$ cat src/rtl/mdu_iter_pkg.sv
// Shared types and encodings for the iterative multiply/divide unit.
package mdu_iter_pkg;

  localparam int W_FUNC = 2;
  localparam logic [W_FUNC-1:0] FUNC_MUL = 2'd1;
  localparam logic [W_FUNC-1:0] FUNC_DIV = 2'd2;

  typedef enum logic [1:0] {
    IDLE,
    PREP,
    CALC,
    FIX
  } mdu_state_t;

  // Iteration counter width: must hold the value WIDTH itself.
  function automatic int MDU_CNT_W(input int width);
    return $clog2(width + 1);
  endfunction

endpackage

$ cat src/rtl/mdu_divstep.sv
// One restoring-division step: shift in the next dividend bit and subtract
// the divisor if it fits.
module mdu_divstep #(
  parameter int WIDTH = 32
) (
  input  logic [WIDTH-1:0] rem_in,
  input  logic             next_bit,
  input  logic [WIDTH-1:0] divisor,
  output logic             q_bit,
  output logic [WIDTH-1:0] rem_out
);

  logic [WIDTH:0] shifted;

  always_comb begin
    shifted = {rem_in, next_bit};
    q_bit   = (shifted >= {1'b0, divisor});
    // When the subtraction is taken the result is below the divisor, so it fits WIDTH bits.
    rem_out = q_bit ? WIDTH'(shifted - {1'b0, divisor}) : shifted[WIDTH-1:0];
  end

endmodule

$ cat src/rtl/mdu_iter.sv
// Iterative multiply/divide unit with architectural HI/LO registers.
// Divider datapath is present only when MDU_DIV_EN is defined.
module mdu_iter
  import mdu_iter_pkg::*;
#(
  parameter int WIDTH = 32
) (
  input  logic              clk,
  input  logic              rst,
  input  logic              start,
  input  logic [W_FUNC-1:0] func,
  input  logic              sign,
  input  logic [WIDTH-1:0]  source_a,
  input  logic [WIDTH-1:0]  source_b,
  input  logic              flush,
  input  logic              hi_write,
  input  logic              lo_write,
  input  logic [WIDTH-1:0]  hi_write_data,
  input  logic [WIDTH-1:0]  lo_write_data,
  output logic              busy,
  output logic              done,
  output logic [WIDTH-1:0]  hi,
  output logic [WIDTH-1:0]  lo
);

  localparam int CNT_W = MDU_CNT_W(WIDTH);

  mdu_state_t         state_q, state_d;
  logic [CNT_W-1:0]   cnt_q, cnt_d;
  logic [2*WIDTH-1:0] acc_q, acc_d;
  logic [WIDTH-1:0]   op_q, op_d;
  logic [WIDTH-1:0]   hi_q, hi_d, lo_q, lo_d;
  logic               sign_q, sign_d, neg_q, neg_d, is_div_q, is_div_d;
  logic               busy_q, busy_d, done_q, done_d;

  logic [WIDTH-1:0]   raw_a, raw_b, mag_a, mag_b;
  logic [WIDTH:0]     mul_sum;
  logic [2*WIDTH-1:0] mul_next, product;

  // At acceptance the raw operands are parked in the accumulator until PREP.
  assign raw_a    = acc_q[2*WIDTH-1:WIDTH];
  assign raw_b    = acc_q[WIDTH-1:0];
  assign mag_a    = (sign_q && raw_a[WIDTH-1]) ? -raw_a : raw_a;
  assign mag_b    = (sign_q && raw_b[WIDTH-1]) ? -raw_b : raw_b;
  assign mul_sum  = {1'b0, acc_q[2*WIDTH-1:WIDTH]} + (acc_q[0] ? {1'b0, op_q} : '0);
  assign mul_next = {mul_sum, acc_q[WIDTH-1:1]};
  assign product  = neg_q ? -acc_q : acc_q;

`ifdef MDU_DIV_EN
  logic               rem_neg_q, rem_neg_d, q_bit;
  logic [WIDTH-1:0]   rem_next, quotient, remainder;
  logic [2*WIDTH-1:0] div_next;

  mdu_divstep #(.WIDTH(WIDTH)) u_divstep (
    .rem_in   (acc_q[2*WIDTH-1:WIDTH]),
    .next_bit (acc_q[WIDTH-1]),
    .divisor  (op_q),
    .q_bit    (q_bit),
    .rem_out  (rem_next)
  );

  assign div_next  = {rem_next, acc_q[WIDTH-2:0], q_bit};
  // Divide by zero forces an all-ones quotient; the remainder path already yields the dividend.
  assign quotient  = (op_q == '0) ? '1 : (neg_q ? -acc_q[WIDTH-1:0] : acc_q[WIDTH-1:0]);
  assign remainder = rem_neg_q ? -acc_q[2*WIDTH-1:WIDTH] : acc_q[2*WIDTH-1:WIDTH];
`endif

  always_comb begin
    state_d  = state_q;
    cnt_d    = '0;
    acc_d    = acc_q;
    op_d     = op_q;
    sign_d   = sign_q;
    neg_d    = neg_q;
    is_div_d = is_div_q;
    hi_d     = hi_write ? hi_write_data : hi_q;
    lo_d     = lo_write ? lo_write_data : lo_q;
`ifdef MDU_DIV_EN
    rem_neg_d = rem_neg_q;
`endif
    case (state_q)
      IDLE: begin
        if (start && (func == FUNC_MUL || func == FUNC_DIV)) begin
          state_d  = PREP;
          is_div_d = (func == FUNC_DIV);
          sign_d   = sign;
          acc_d    = {source_a, source_b};
        end
      end
      PREP: begin
        state_d = CALC;
        neg_d   = sign_q & (raw_a[WIDTH-1] ^ raw_b[WIDTH-1]);
        if (is_div_q) begin
`ifdef MDU_DIV_EN
          op_d      = mag_b;
          acc_d     = {{WIDTH{1'b0}}, mag_a};
          rem_neg_d = sign_q & raw_a[WIDTH-1];
`else
          state_d = FIX;
`endif
        end else begin
          op_d  = mag_a;
          acc_d = {{WIDTH{1'b0}}, mag_b};
        end
      end
      CALC: begin
        cnt_d = cnt_q + 1'b1;
`ifdef MDU_DIV_EN
        acc_d = is_div_q ? div_next : mul_next;
`else
        acc_d = mul_next;
`endif
        if (cnt_q == CNT_W'(WIDTH - 1)) state_d = FIX;
      end
      FIX: begin
        state_d = IDLE;
        if (!flush && !is_div_q) {hi_d, lo_d} = product;
`ifdef MDU_DIV_EN
        if (!flush && is_div_q) begin
          hi_d = remainder;
          lo_d = quotient;
        end
`endif
      end
      default: state_d = IDLE;
    endcase
    if (flush) state_d = IDLE;
    if (state_d == IDLE) cnt_d = '0;
    busy_d = (state_d != IDLE);
    done_d = (state_d == FIX);
  end

  always_ff @(posedge clk or posedge rst) begin
    if (rst) begin
      state_q  <= IDLE;
      cnt_q    <= '0;
      acc_q    <= '0;
      op_q     <= '0;
      sign_q   <= 1'b0;
      neg_q    <= 1'b0;
      is_div_q <= 1'b0;
      hi_q     <= '0;
      lo_q     <= '0;
      busy_q   <= 1'b0;
      done_q   <= 1'b0;
`ifdef MDU_DIV_EN
      rem_neg_q <= 1'b0;
`endif
    end else begin
      state_q  <= state_d;
      cnt_q    <= cnt_d;
      acc_q    <= acc_d;
      op_q     <= op_d;
      sign_q   <= sign_d;
      neg_q    <= neg_d;
      is_div_q <= is_div_d;
      hi_q     <= hi_d;
      lo_q     <= lo_d;
      busy_q   <= busy_d;
      done_q   <= done_d;
`ifdef MDU_DIV_EN
      rem_neg_q <= rem_neg_d;
`endif
    end
  end

  assign busy = busy_q;
  assign done = done_q;
  assign hi   = hi_q;
  assign lo   = lo_q;

endmodule

$ cat config.mk
export PLATFORM = sky130hd
export DESIGN_NAME = mdu_iter
export DESIGN_NICKNAME = d
export VERILOG_FILES = /design/src/rtl/mdu_iter_pkg.sv /design/src/rtl/mdu_divstep.sv /design/src/rtl/mdu_iter.sv
export SDC_FILE = /design/constraint.sdc
export NUM_CORES = 1
export LEC_CHECK = 0
export CELL_PAD_IN_SITES_DETAIL_PLACEMENT = 1
export CELL_PAD_IN_SITES_GLOBAL_PLACEMENT = 1
export CORE_AREA = 2 2 189 191
export DETAILED_ROUTE_END_ITERATION = 10
export DIE_AREA = 0 0 191 193
export GPL_TIMING_DRIVEN = 0
export PLACE_DENSITY = 0.69
export SYNTH_ARGS = -nofsm -noshare
export SYNTH_HDL_FRONTEND = slang
export SYNTH_SLANG_ARGS = --single-unit
$ cat constraint.sdc
create_clock -name clk -period 7.15 [get_ports clk]
set_input_delay 1.43 -clock clk [delete_from_list [all_inputs] [get_ports clk]]
set_output_delay 1.43 -clock clk [all_outputs]
set_load 0.005 [all_outputs]
==> results of run 1 <==
## metrics by stage
| step | util | setup slack, ns | setup TNS (ns) | total power [mW] |
|---|---|---|---|---|
| 3_3_place_gp | 0.4178 | -1.827 | -311.25 | 5.263 |
| 6_report | 0.4354 | 2.572 | 0 | 6.372 |
| 3_5_place_dp | 0.4188 | 2.439 | 0 | 5.352 |
| 2_1_floorplan | - | 1.032 | 0 | 3.959 |
| 4_1_cts | 0.4354 | 2.585 | 0 | 6.345 |
| 5_1_grt | 0.4354 | 2.330 | 0 | 6.848 |
## kinds of logic (layout without fill, tap and decap cells)
logic type	after synthesis	in the layout	synth area share
and+or+nand+nor	523	523	0.2130
AOI/OAI and AO/OA	432	432	0.2162
adders and majority gates	42	42	0.04431
DFF	173	173	0.3599
xor gates and xnor gates	121	121	0.08809
muxes	40	40	0.03349
buffers and inverters	143	376	0.04503
## layer usage
layer,vias up,GRT usage
met3,40,0.03005
li1,5650,-
met5,-,0
met1,6006,0.3883
met2,362,0.3910
met4,0,0.06410
## area by class of cell
type,count,share of cell area
inverters,29,0.007644
clock inverters,15,0.01011
well taps,461,0.03789
flip-flops and latches,173,0.2844
plain buffers,114,0.02844
repair buffers,201,0.1333
multi-input cells,1158,0.4703
clock buffers,17,0.02794
## power by group through the flow
stage                     combinational (mW)  clock (mW)  sequential (mW)
after floorplan                         2.36           0             1.60
after global placement                  3.53           0             1.73
after detailed placement                3.61           0             1.75
after CTS                               3.63       0.981             1.73
after global routing                    4.04        1.01             1.79
final                                   3.66       0.959             1.75
## worst min path at each step
stage               startpoint       end  cells past startpoint
global placement      cnt_q[0]  cnt_q[0]                      1
CTS                   cnt_q[0]  cnt_q[0]                      1
finish                cnt_q[0]  cnt_q[0]                      1
detailed placement    op_q[27]  op_q[27]                      2
global route          op_q[29]  op_q[29]                      2
floorplan             cnt_q[0]  cnt_q[0]                      1
## registers in the layout, summed over array words and instances (netlist names)
name      flops
neg_q         1
sign_q        1
lo           32
acc_q        64
op_q         32
cnt_q         6
state_q       2
done          1
busy          1
is_div_q      1
hi           32
## cell usage in the layout, fill, tap and decap left out, types with 42 or more instances in the layout
cell             netlist  final
a21oi_1               95     95
clkdlybuf4s50_1        0    200
xor2_1                55     55
dfrtp_1              173    173
nand2_1              181    181
and3_1                42     42
nor2_1               112    112
clkbuf_1             107    107
o21ai_0              189    189
xnor2_1               66     66
==> key figures, run 1 <==
Logic synthesis
  – Most frequent cells after synthesis: 189 x o21ai_0, 181 x nand2_1, 173 x dfrtp_1
  – Top_reg_cell synth: dfrtp_1
  – Synth warnings: 0
  – Number of flops mapped to enable cells by yosys: 0
  – Flops & latches, synth: 173
  – Sequential fraction of the synthesis area: 0.3599
  – Mapped Cells: 1474
  – Post-synth top area share: 0.3599
  – Synth Cell Area: 12030 sq um
  – Syn Area/Cell: 8.162 sq um
  – Async set or reset register ratio after synthesis: 1.000
  – Yosys cell types: 66
  – Post-synth top area cell: dfrtp_1
  – Synth Net Count: 1653
  – Top cells by area, synth: dfrtp_1 36%, o21ai_0 7.9%, nand2_1 5.6%
  – Most frequent cell after synthesis: o21ai_0

Timing
  – Slew headroom: 0.3946
  – Tightest Pin Transition: 0.8999 ns
  – Min Hold Slack: 0.4789 ns
  – Highest Clock Rate: 0.2184 GHz
  – Fin. Hold Viols: 0
  – Post-route clock skew: 0.01474 ns
  – Unrepaired setup endpoints after global routing: no
  – Crit share post-route: 0.6403
  – Final number of setup-violating endpoints: 0
  – Tmin final: 4.578 ns
  – Max Slew Vio Count: 0

Pwr
  – Combinational Power Share: 0.575
  – Clock share of power: 0.150
  – Sw Ratio: 0.5032
  – NetSw: 3.207 mW
  – LEAKAGE: 6.146 nW
  – Int Power: 3.165 mW
  – Reg power frac: 0.275
  – P per Cell Area: 418.6 nW/um^2
  – VDD IR-drop max: 210.0 uV

Drt
  – Vias post-DR: 12058
  – Initial drt markers: 831
  – DRC violations left: 0
  – Post-Route WL: 47.35 mm
  – Metal2 WL: 20.36 mm
  – Routed len/inst: 21.84 um
  – DR top layer: met4
  – WL met3: 2.694 mm
  – DRT met1 WL: 23.62 mm
  – Pre-antenna DRT Iters: 5
  – Vias per cell: 5.562
  – ANT nets after route: 0

Global routing
  – GRT Util Overall: 0.2578
  – Initial antenna violation count: 0
  – Largest net degree at the start of global routing: 104
  – GRT overflow: 0
  – First-pass GRT wire length: 73.13 mm
  – Vias in the first global route: 12346

Worst setup path
  – Max stage delay on crit path: 0.79 ns
  – Setup crit start: acc_q[0]
  – Crit path kind: flop to flop
  – Critical-path top delay cell: a2111oi_0
  – CP arrival: 4.87 ns
  – Ordered cell list for the critical path: clkbuf_1, clkbuf_1, and2_1, ha_1, inv_1, fa_1, nor2b_1, o2111ai_1, a21oi_1, o21ai_0, a2111oi_0, a21boi_0, xnor2_1, a31oi_1
  – Crit path required time: 7.44 ns
  – R2r endpoint: acc_q[61]
  – Largest delay contributor family on the critical path: compound AO/OA/AOI/OAI gates
  – Setup crit end: acc_q[61]
  – R2r setup slk: 2.57 ns
  – CP Depth: 14
  – WP buf/inv: 3
  – Reg-to-Reg Start: acc_q[0]
  – Worst R2R Path Depth: 14
  – Critical path endpoint category: flop
  – Crit start category: flop
  – Crit Path Max Fanout: 10
  – Top cell by count, worst path: clkbuf_1

Floorplanning
  – Ports: 203
  – Core area: 34960 sq um
  – Chip Height: 193 um
  – Die width: 191 um
  – Initial core utilization: 0.3441
  – Die Area: 36860 sq um
  – Cell Rows: 69

Clock network
  – CTS max path bufs: 2
  – Num CTS Buffers: 17
  – Clock sinks: 173
  – Post-CTS sizing: 0
  – Setup repair bufs after CTS: 0
  – Reg clk slew, reported paths: 0.08 ns
  – Hold-fix buffers, CTS: 0
  – Root Driver: clkbuf_16
  – CTS tree: built
  – Worst-Skew Late Latency: 0.45 ns
  – CTS HTree Levels: 4

Cells and area
  – Layout cells sized above 1: 0.03163
  – FF/Latch Area: 4329 sq um
  – Area Growth Syn to Fin: 26.54%
  – Nets: 1873
  – Final cell count without fillers: 2168
  – Filler cells: 4166
  – Multi-input logic area: 7159 sq um
  – Design area: 15220 sq um
  – Antenna Cells: 0

Placed design
  – Placed cell area: 14640 sq um
  – DP HPWL: 36.28 mm
  – IO Port Bufs: 200
  – Cell total after placement: 2136
  – Gp weighted congestion: 0.8885

Outcome
  – Status: complete, no violations

Worst hold path
  – Worst Hold Class: flop to flop

Run
  – Maxcap violations: 0
Note: power is estimated with default switching activity, not from simulation.
==> run 2, diff against run 1 <==
Settings changed: PLACE_DENSITY 0.69 to 0.71.
Clock period 7.15 ns to 3.7 ns, I/O delays scaled along.
==> key figures, run 2 (synthesized netlist as in run 1, its figures left out) <==
Outcome
  – Status: complete, no violations

Cells and area
  – Largest register FFs: 64 (unchanged)
  – Layout cells sized above 1: 0.04391 (+0.01228)
  – Multi-input logic area: 7238 sq um (+1.1%)
  – Largest Register: acc_q
  – Area Growth Syn to Fin: 27.47%
  – Commonest non-fill, non-tap cells in the layout: 200 x clkdlybuf4s50_1, 187 x o21ai_0, 181 x nand2_1, 173 x dfrtp_1, 112 x nor2_1
  – Finished Core Util: 0.4386 (+0.003185)
  – Filler cells: 4205 (+0.94%)
  – FF/Latch Area: 4329 sq um (unchanged)
  – Most common cell after layout, fill and taps aside: clkdlybuf4s50_1
  – Antenna Cells: 0 (unchanged)
  – Nets: 1874 (+0.053%)

Placed design
  – DP HPWL: 36.35 mm (+0.21%)
  – Gp weighted congestion: 0.8938 (+0.60%)
  – IO Port Bufs: 200 (unchanged)

Global routing
  – First-pass GRT wire length: 72.39 mm (-1.0%)
  – Largest net degree at the start of global routing: 38 (-63%)
  – Vias in the first global route: 12356 (+0.081%)
  – GRT Util Overall: 0.2558 (-0.002050)
  – Initial antenna violation count: 0 (unchanged)
  – GRT overflow: 0 (unchanged)

Drt
  – Initial drt markers: 842 (+1.3%)
  – Vias per cell: 5.492 (-1.3%)
  – Post-Route WL: 47.16 mm (-0.41%)
  – ANT nets after route: 0 (unchanged)
  – DRC violations left: 0 (unchanged)
  – Routed len/inst: 21.74 um (-0.45%)
  – Vias post-DR: 11912 (-1.2%)
  – Pre-antenna DRT Iters: 4 (-1)

Worst setup path
  – R2r endpoint: acc_q[62]
  – Worst R2R Path Depth: 13 (-1)
  – Crit path kind: flop to flop
  – Critical path endpoint category: flop
  – Crit Path Max Fanout: 10 (unchanged)
  – CP arrival: 3.81 ns (-1.06 ns)
  – Crit path required time: 4.00 ns (-3.44 ns)
  – Crit start category: flop
  – Reg-to-Reg Start: acc_q[0]
  – Setup crit start: acc_q[0]
  – R2r setup slk: 0.19 ns (-2.39 ns)

Floorplanning
  – Die Area: 36860 sq um (unchanged)
  – Chip Height: 193 um (unchanged)
  – Cell Rows: 69 (unchanged)
  – Core area: 34960 sq um (unchanged)
  – Die width: 191 um (unchanged)
  – Ports: 203 (unchanged)
  – Initial core utilization: 0.3441 (unchanged)

Clock network
  – Root Driver: clkbuf_16
  – Num CTS Buffers: 17 (unchanged)
  – CTS HTree Levels: 4 (unchanged)
  – Worst-Skew Late Latency: 0.45 ns (about the same)
  – CTS max path bufs: 2 (unchanged)
  – CTS tree: built
  – Reg clk slew, reported paths: 0.07 ns (about the same)
  – Clock sinks: 173 (unchanged)

Timing
  – Post-route clock skew: 0.01204 ns (-0.002707 ns)
  – Highest Clock Rate: 0.2845 GHz (+30%)
  – Final TNS setup: 0 ns (unchanged)
  – Unrepaired setup endpoints after global routing: no
  – Tightest Pin Transition: 0.9788 ns (+0.07890 ns)
  – Crit share post-route: 0.9500 (+0.3097)
  – Tmin final: 3.515 ns (-1.063 ns)
  – Fin. Hold Viols: 0 (unchanged)
  – Final number of setup-violating endpoints: 0 (unchanged)
  – Slew headroom: 0.3415 (-0.05308)
  – Max Slew Vio Count: 0 (unchanged)
  – Min Hold Slack: 0.4702 ns (-0.008699 ns)

Worst hold path
  – Hold Crit Start: cnt_q[0]
  – Hold Path Sink: cnt_q[0]
  – Hold Crit Depth: 1 (unchanged)
  – Worst Hold Class: flop to flop

Pwr
  – VDD IR-drop max: 404.5 uV (+93%)
  – P per Cell Area: 801.5 nW/um^2 (+91%)
  – LEAKAGE: 6.175 nW (+0.48%)

Run
  – Maxcap violations: 0 (unchanged)
-- run 2: changes by cell type in the layout (fill, tap and decap cells not counted), sizes merged --
cell,change
clkbuf,-2
inv,-6
bufinv,-1
clkinvlp,+4
buf,+5
clkinv,+1
-- run 2: layer usage --
layer | global-route usage | vias up | part of all wire
met1 | 0.3774 | 5849 | 0.49
met2 | 0.3878 | 363 | 0.43
met4 | 0.06798 | 0 | 0.019
li1 | - | 5653 | -
met5 | 0 | - | 0
met3 | 0.03964 | 47 | 0.057
-- run 2: worst max path at each step --
| stage | slack (ns) | end |
|---|---|---|
| floorplan | 0.59 | acc_q[61] |
| global placement | -0.97 | cnt_q[0] |
| detailed placement | -0.89 | acc_q[61] |
| CTS | 0.03 | acc_q[58] |
| global route | 0.01 | acc_q[61] |
| finish | 0.19 | acc_q[62] |
-- run 2: critical path, stage by stage (launching register included) --
cell	delay (ns)
dfrtp_1	0.41
clkbuf_4	0.20
clkbuf_2	0.20
and2_1	0.18
ha_1	0.29
clkbuf_1	0.29
a21oi_1	0.16
o21ai_0	0.29
a22oi_1	0.11
nor4bb_1	0.18
o41a_1	0.47
o31ai_1	0.32
xnor2_1	0.17
a31oi_1	0.10
-- run 2: cell type report --
| class | instances | share of cell area |
|---|---|---|
| inverter | 29 | 0.007343 |
| buffer | 110 | 0.02823 |
| tap | 461 | 0.03761 |
| clock buffer | 19 | 0.02888 |
| clock inverter | 13 | 0.006038 |
| multi-input combinational | 1158 | 0.4720 |
| sequential | 173 | 0.2823 |
| timing repair buffer | 206 | 0.1376 |
-- run 2: per-stage QoR --
step	std cells	instance area, sq um	setup WS (ns)	power (mW)
finish	2169	15330	0.1851	12.29
global route	2169	15330	0.01290	13.17
CTS	2173	15290	0.02762	12.17
detailed placement	2140	14710	-0.8937	10.34
global placement	2135	14610	-0.9744	10.14
floorplan	1474	12030	0.5927	7.651
-- run 2: what timing repair did --
item / CTS / global route
pin swaps: 2 / 0
buffers inserted: 1 / 0
gates cloned: 0 / 0
endpoints found under the setup margin: 19 / 15
hold buffers: 0 / 0
gates resized for setup: 11 / 14
-- run 2: power by group --
group          switching (mW)  total [mW]  internal, mW
logic                    4.54        7.18          2.65
registers               0.804        3.37          2.57
clock network           0.860        1.74         0.876
total                    6.20        12.3          6.09
==> run 3, diff against run 2 <==
Settings changed: CTS_CLUSTER_SIZE set to 12, GPL_TIMING_DRIVEN 0 to not set, HOLD_SLACK_MARGIN set to 0.03.
==> key figures, run 3 (synthesized netlist as in run 1, its figures left out) <==
Outcome
  – Status: complete, no violations

Worst setup path
  – Largest delay contributor family on the critical path: compound AO/OA/AOI/OAI gates
  – Setup crit start: acc_q[0]
  – Crit Path Max Fanout: 9 (-1)
  – Crit start category: flop
  – Worst R2R Path Depth: 10 (-3)
  – Setup crit end: acc_q[58]
  – Critical-path top delay cell: nor4bb_1
  – Crit path required time: 4.01 ns (about the same)
  – CP arrival: 3.63 ns (-0.18 ns)
  – WP buf/inv: 0 (-3)
  – R2r endpoint: acc_q[58]
  – Reg-to-Reg Start: acc_q[0]
  – Crit path kind: flop to flop
  – Top cell by count, worst path: o21ai_0
  – Ordered cell list for the critical path: and2_1, ha_1, a211oi_1, o211ai_1, and4_1, nor4bb_1, o41a_1, o21ai_0, xnor2_1, o21ai_0
  – R2r setup slk: 0.37 ns (+0.19 ns)
  – CP Depth: 10 (-3)
  – Max stage delay on crit path: 0.51 ns (+0.04 ns)
  – Critical path endpoint category: flop

Cells and area
  – Layout cells sized above 1: 0.05463 (+0.01072)
  – Area Growth Syn to Fin: 25.52%
  – Filler cells: 4161 (-1.0%)
  – Antenna Cells: 0 (unchanged)
  – Commonest non-fill, non-tap cells in the layout: 200 x clkdlybuf4s50_1, 189 x o21ai_0, 181 x nand2_1, 173 x dfrtp_1, 112 x nor2_1
  – Most common cell after layout, fill and taps aside: clkdlybuf4s50_1
  – Largest register FFs: 64 (unchanged)
  – Final cell count without fillers: 2090 (-3.6%)
  – Largest Register: acc_q
  – Nets: 1795 (-4.2%)

Drt
  – Initial drt markers: 772 (-8.3%)
  – Metal2 WL: 18.18 mm (-10%)
  – DRC violations left: 0 (unchanged)
  – ANT nets after route: 0 (unchanged)
  – Post-Route WL: 42.89 mm (-9.1%)
  – DR top layer: met4
  – Pre-antenna DRT Iters: 5 (+1)
  – Vias per cell: 5.534 (+0.77%)
  – WL met3: 2.097 mm (-22%)
  – Vias post-DR: 11567 (-2.9%)
  – DRT met1 WL: 22.27 mm (-4.5%)
  – Routed len/inst: 20.52 um (-5.6%)

Clock network
  – Reg clk slew, reported paths: 0.07 ns (about the same)
  – Num CTS Buffers: 17 (unchanged)
  – CTS HTree Levels: 4 (unchanged)
  – Worst-Skew Late Latency: 0.45 ns (about the same)
  – Clock sinks: 173 (unchanged)
  – CTS max path bufs: 2 (unchanged)
  – Setup repair bufs after CTS: 0 (-1)
  – CTS tree: built
  – Root Driver: clkbuf_16
  – Hold-fix buffers, CTS: 0 (unchanged)

Placed design
  – DP HPWL: 31.38 mm (-14%)
  – Gp weighted congestion: 0.9084 (+1.6%)
  – Dpl ws: 0.1785 ns (+1.072 ns)
  – IO Port Bufs: 202 (+1.0%)
  – Cell total after placement: 2058 (-3.8%)

Global routing
  – GRT overflow: 0 (unchanged)
  – First-pass GRT wire length: 67.31 mm (-7.0%)
  – Vias in the first global route: 11610 (-6.0%)
  – Initial antenna violation count: 0 (unchanged)
  – Largest net degree at the start of global routing: 129 (+240%)
  – GRT Util Overall: 0.2333 (-0.02252)

Timing
  – Crit share post-route: 0.8998 (-0.05016)
  – Highest Clock Rate: 0.3004 GHz (+5.6%)
  – Post-route clock skew: 0.01209 ns (+0.00005830 ns)
  – Unrepaired setup endpoints after global routing: no
  – Fin. Hold Viols: 0 (unchanged)
  – Final TNS setup: 0 ns (unchanged)
  – Slew headroom: 0.2786 (-0.06285)
  – Min Hold Slack: 0.4769 ns (+0.006724 ns)
  – Max Slew Vio Count: 0 (unchanged)
  – Tightest Pin Transition: 1.082 ns (+0.1033 ns)
  – Final number of setup-violating endpoints: 0 (unchanged)
  – Post-route setup slack: 0.3707 ns (+0.1856 ns)
  – Tmin final: 3.329 ns (-0.1856 ns)

Floorplanning
  – Die Area: 36860 sq um (unchanged)
  – Cell Rows: 69 (unchanged)
  – Die width: 191 um (unchanged)
  – Ports: 203 (unchanged)
  – Core area: 34960 sq um (unchanged)
  – Chip Height: 193 um (unchanged)
  – Initial core utilization: 0.3441 (unchanged)

Pwr
  – Int Power: 6.184 mW (+1.6%)
  – Clock share of power: 0.154 (+0.013)
  – P per Cell Area: 798.9 nW/um^2 (-0.32%)
  – Combinational Power Share: 0.554 (-0.030)
  – LEAKAGE: 6.192 nW (+0.28%)
  – Total design power: 12.06 mW (-1.8%)
  – VDD IR-drop max: 500.6 uV (+24%)
  – Reg power frac: 0.292 (+0.018)
  – Sw Ratio: 0.4874 (-0.01718)
  – NetSw: 5.881 mW (-5.2%)

Worst hold path
  – Worst Hold Class: flop to flop

Run
  – Maxcap violations: 0 (unchanged)
## run 3: cell types whose count changed in the layout (fill, tap and decap cells not counted), moves of 3 or more
cell	before	now
inv_8	0	4
inv_6	2	5
buf_4	1	31
buf_1	3	0
a21oi_1	92	95
clkinvlp_4	9	4
a21oi_2	3	0
clkinv_2	3	0
clkbuf_1	101	1
## run 3: worst min-delay path by stage
stage	start	end	depth (start not counted)
final	cnt_q[0]	cnt_q[0]	1
after global routing	cnt_q[0]	cnt_q[0]	1
after CTS	op_q[22]	op_q[22]	2
after detailed placement	op_q[22]	op_q[22]	2
after global placement	cnt_q[0]	cnt_q[0]	1
after floorplan	cnt_q[0]	cnt_q[0]	1
## run 3: metrics by stage
stage,util,area [sq um]
after floorplan,-,12030
after global placement,0.4151,14520
after detailed placement,0.4151,14520
after CTS,0.4317,15090
after global routing,0.4319,15100
final,0.4319,15100
## run 3: routing by layer
metal,vias to the layer above,global-route usage
met2,301,0.3474
met4,0,0.03936
li1,5502,-
met1,5742,0.3601
met3,22,0.03258
met5,-,0
## run 3: timing repair
item                                    in CTS  in global routing
hold endpoints to repair                     0                  0
resized for setup                            0                  2
endpoints found under the setup margin       0                  1
## run 3: cell type report
cell class                 count  area [sq um]  area share
sequential                   173          4329      0.2867
tap                          461         576.8     0.03820
clock buffer                  18         429.2     0.02842
multi-input combinational   1158          7178      0.4754
timing repair buffer         237          2325      0.1539
inverter                      29         112.6    0.007457
clock inverter                14         150.1    0.009943
## run 3: worst register-to-register path: cells and delay by family (launching register included)
family	cells	cell delay, ns
flops	1	0.45
simple gates	3	0.95
xor+xnor	1	0.16
compound gates	5	1.26
fa+ha+maj	1	0.38
## run 3: power by group through the flow
stage / Combinational, mW / Sequential [mW] / Clock, mW
floorplan: 4.56 / 3.09 / 0
finish: 6.69 / 3.52 / 1.86
global route: 7.45 / 3.62 / 1.97
CTS: 6.65 / 3.49 / 1.90
detailed placement: 6.60 / 3.52 / 0
global placement: 6.42 / 3.49 / 0
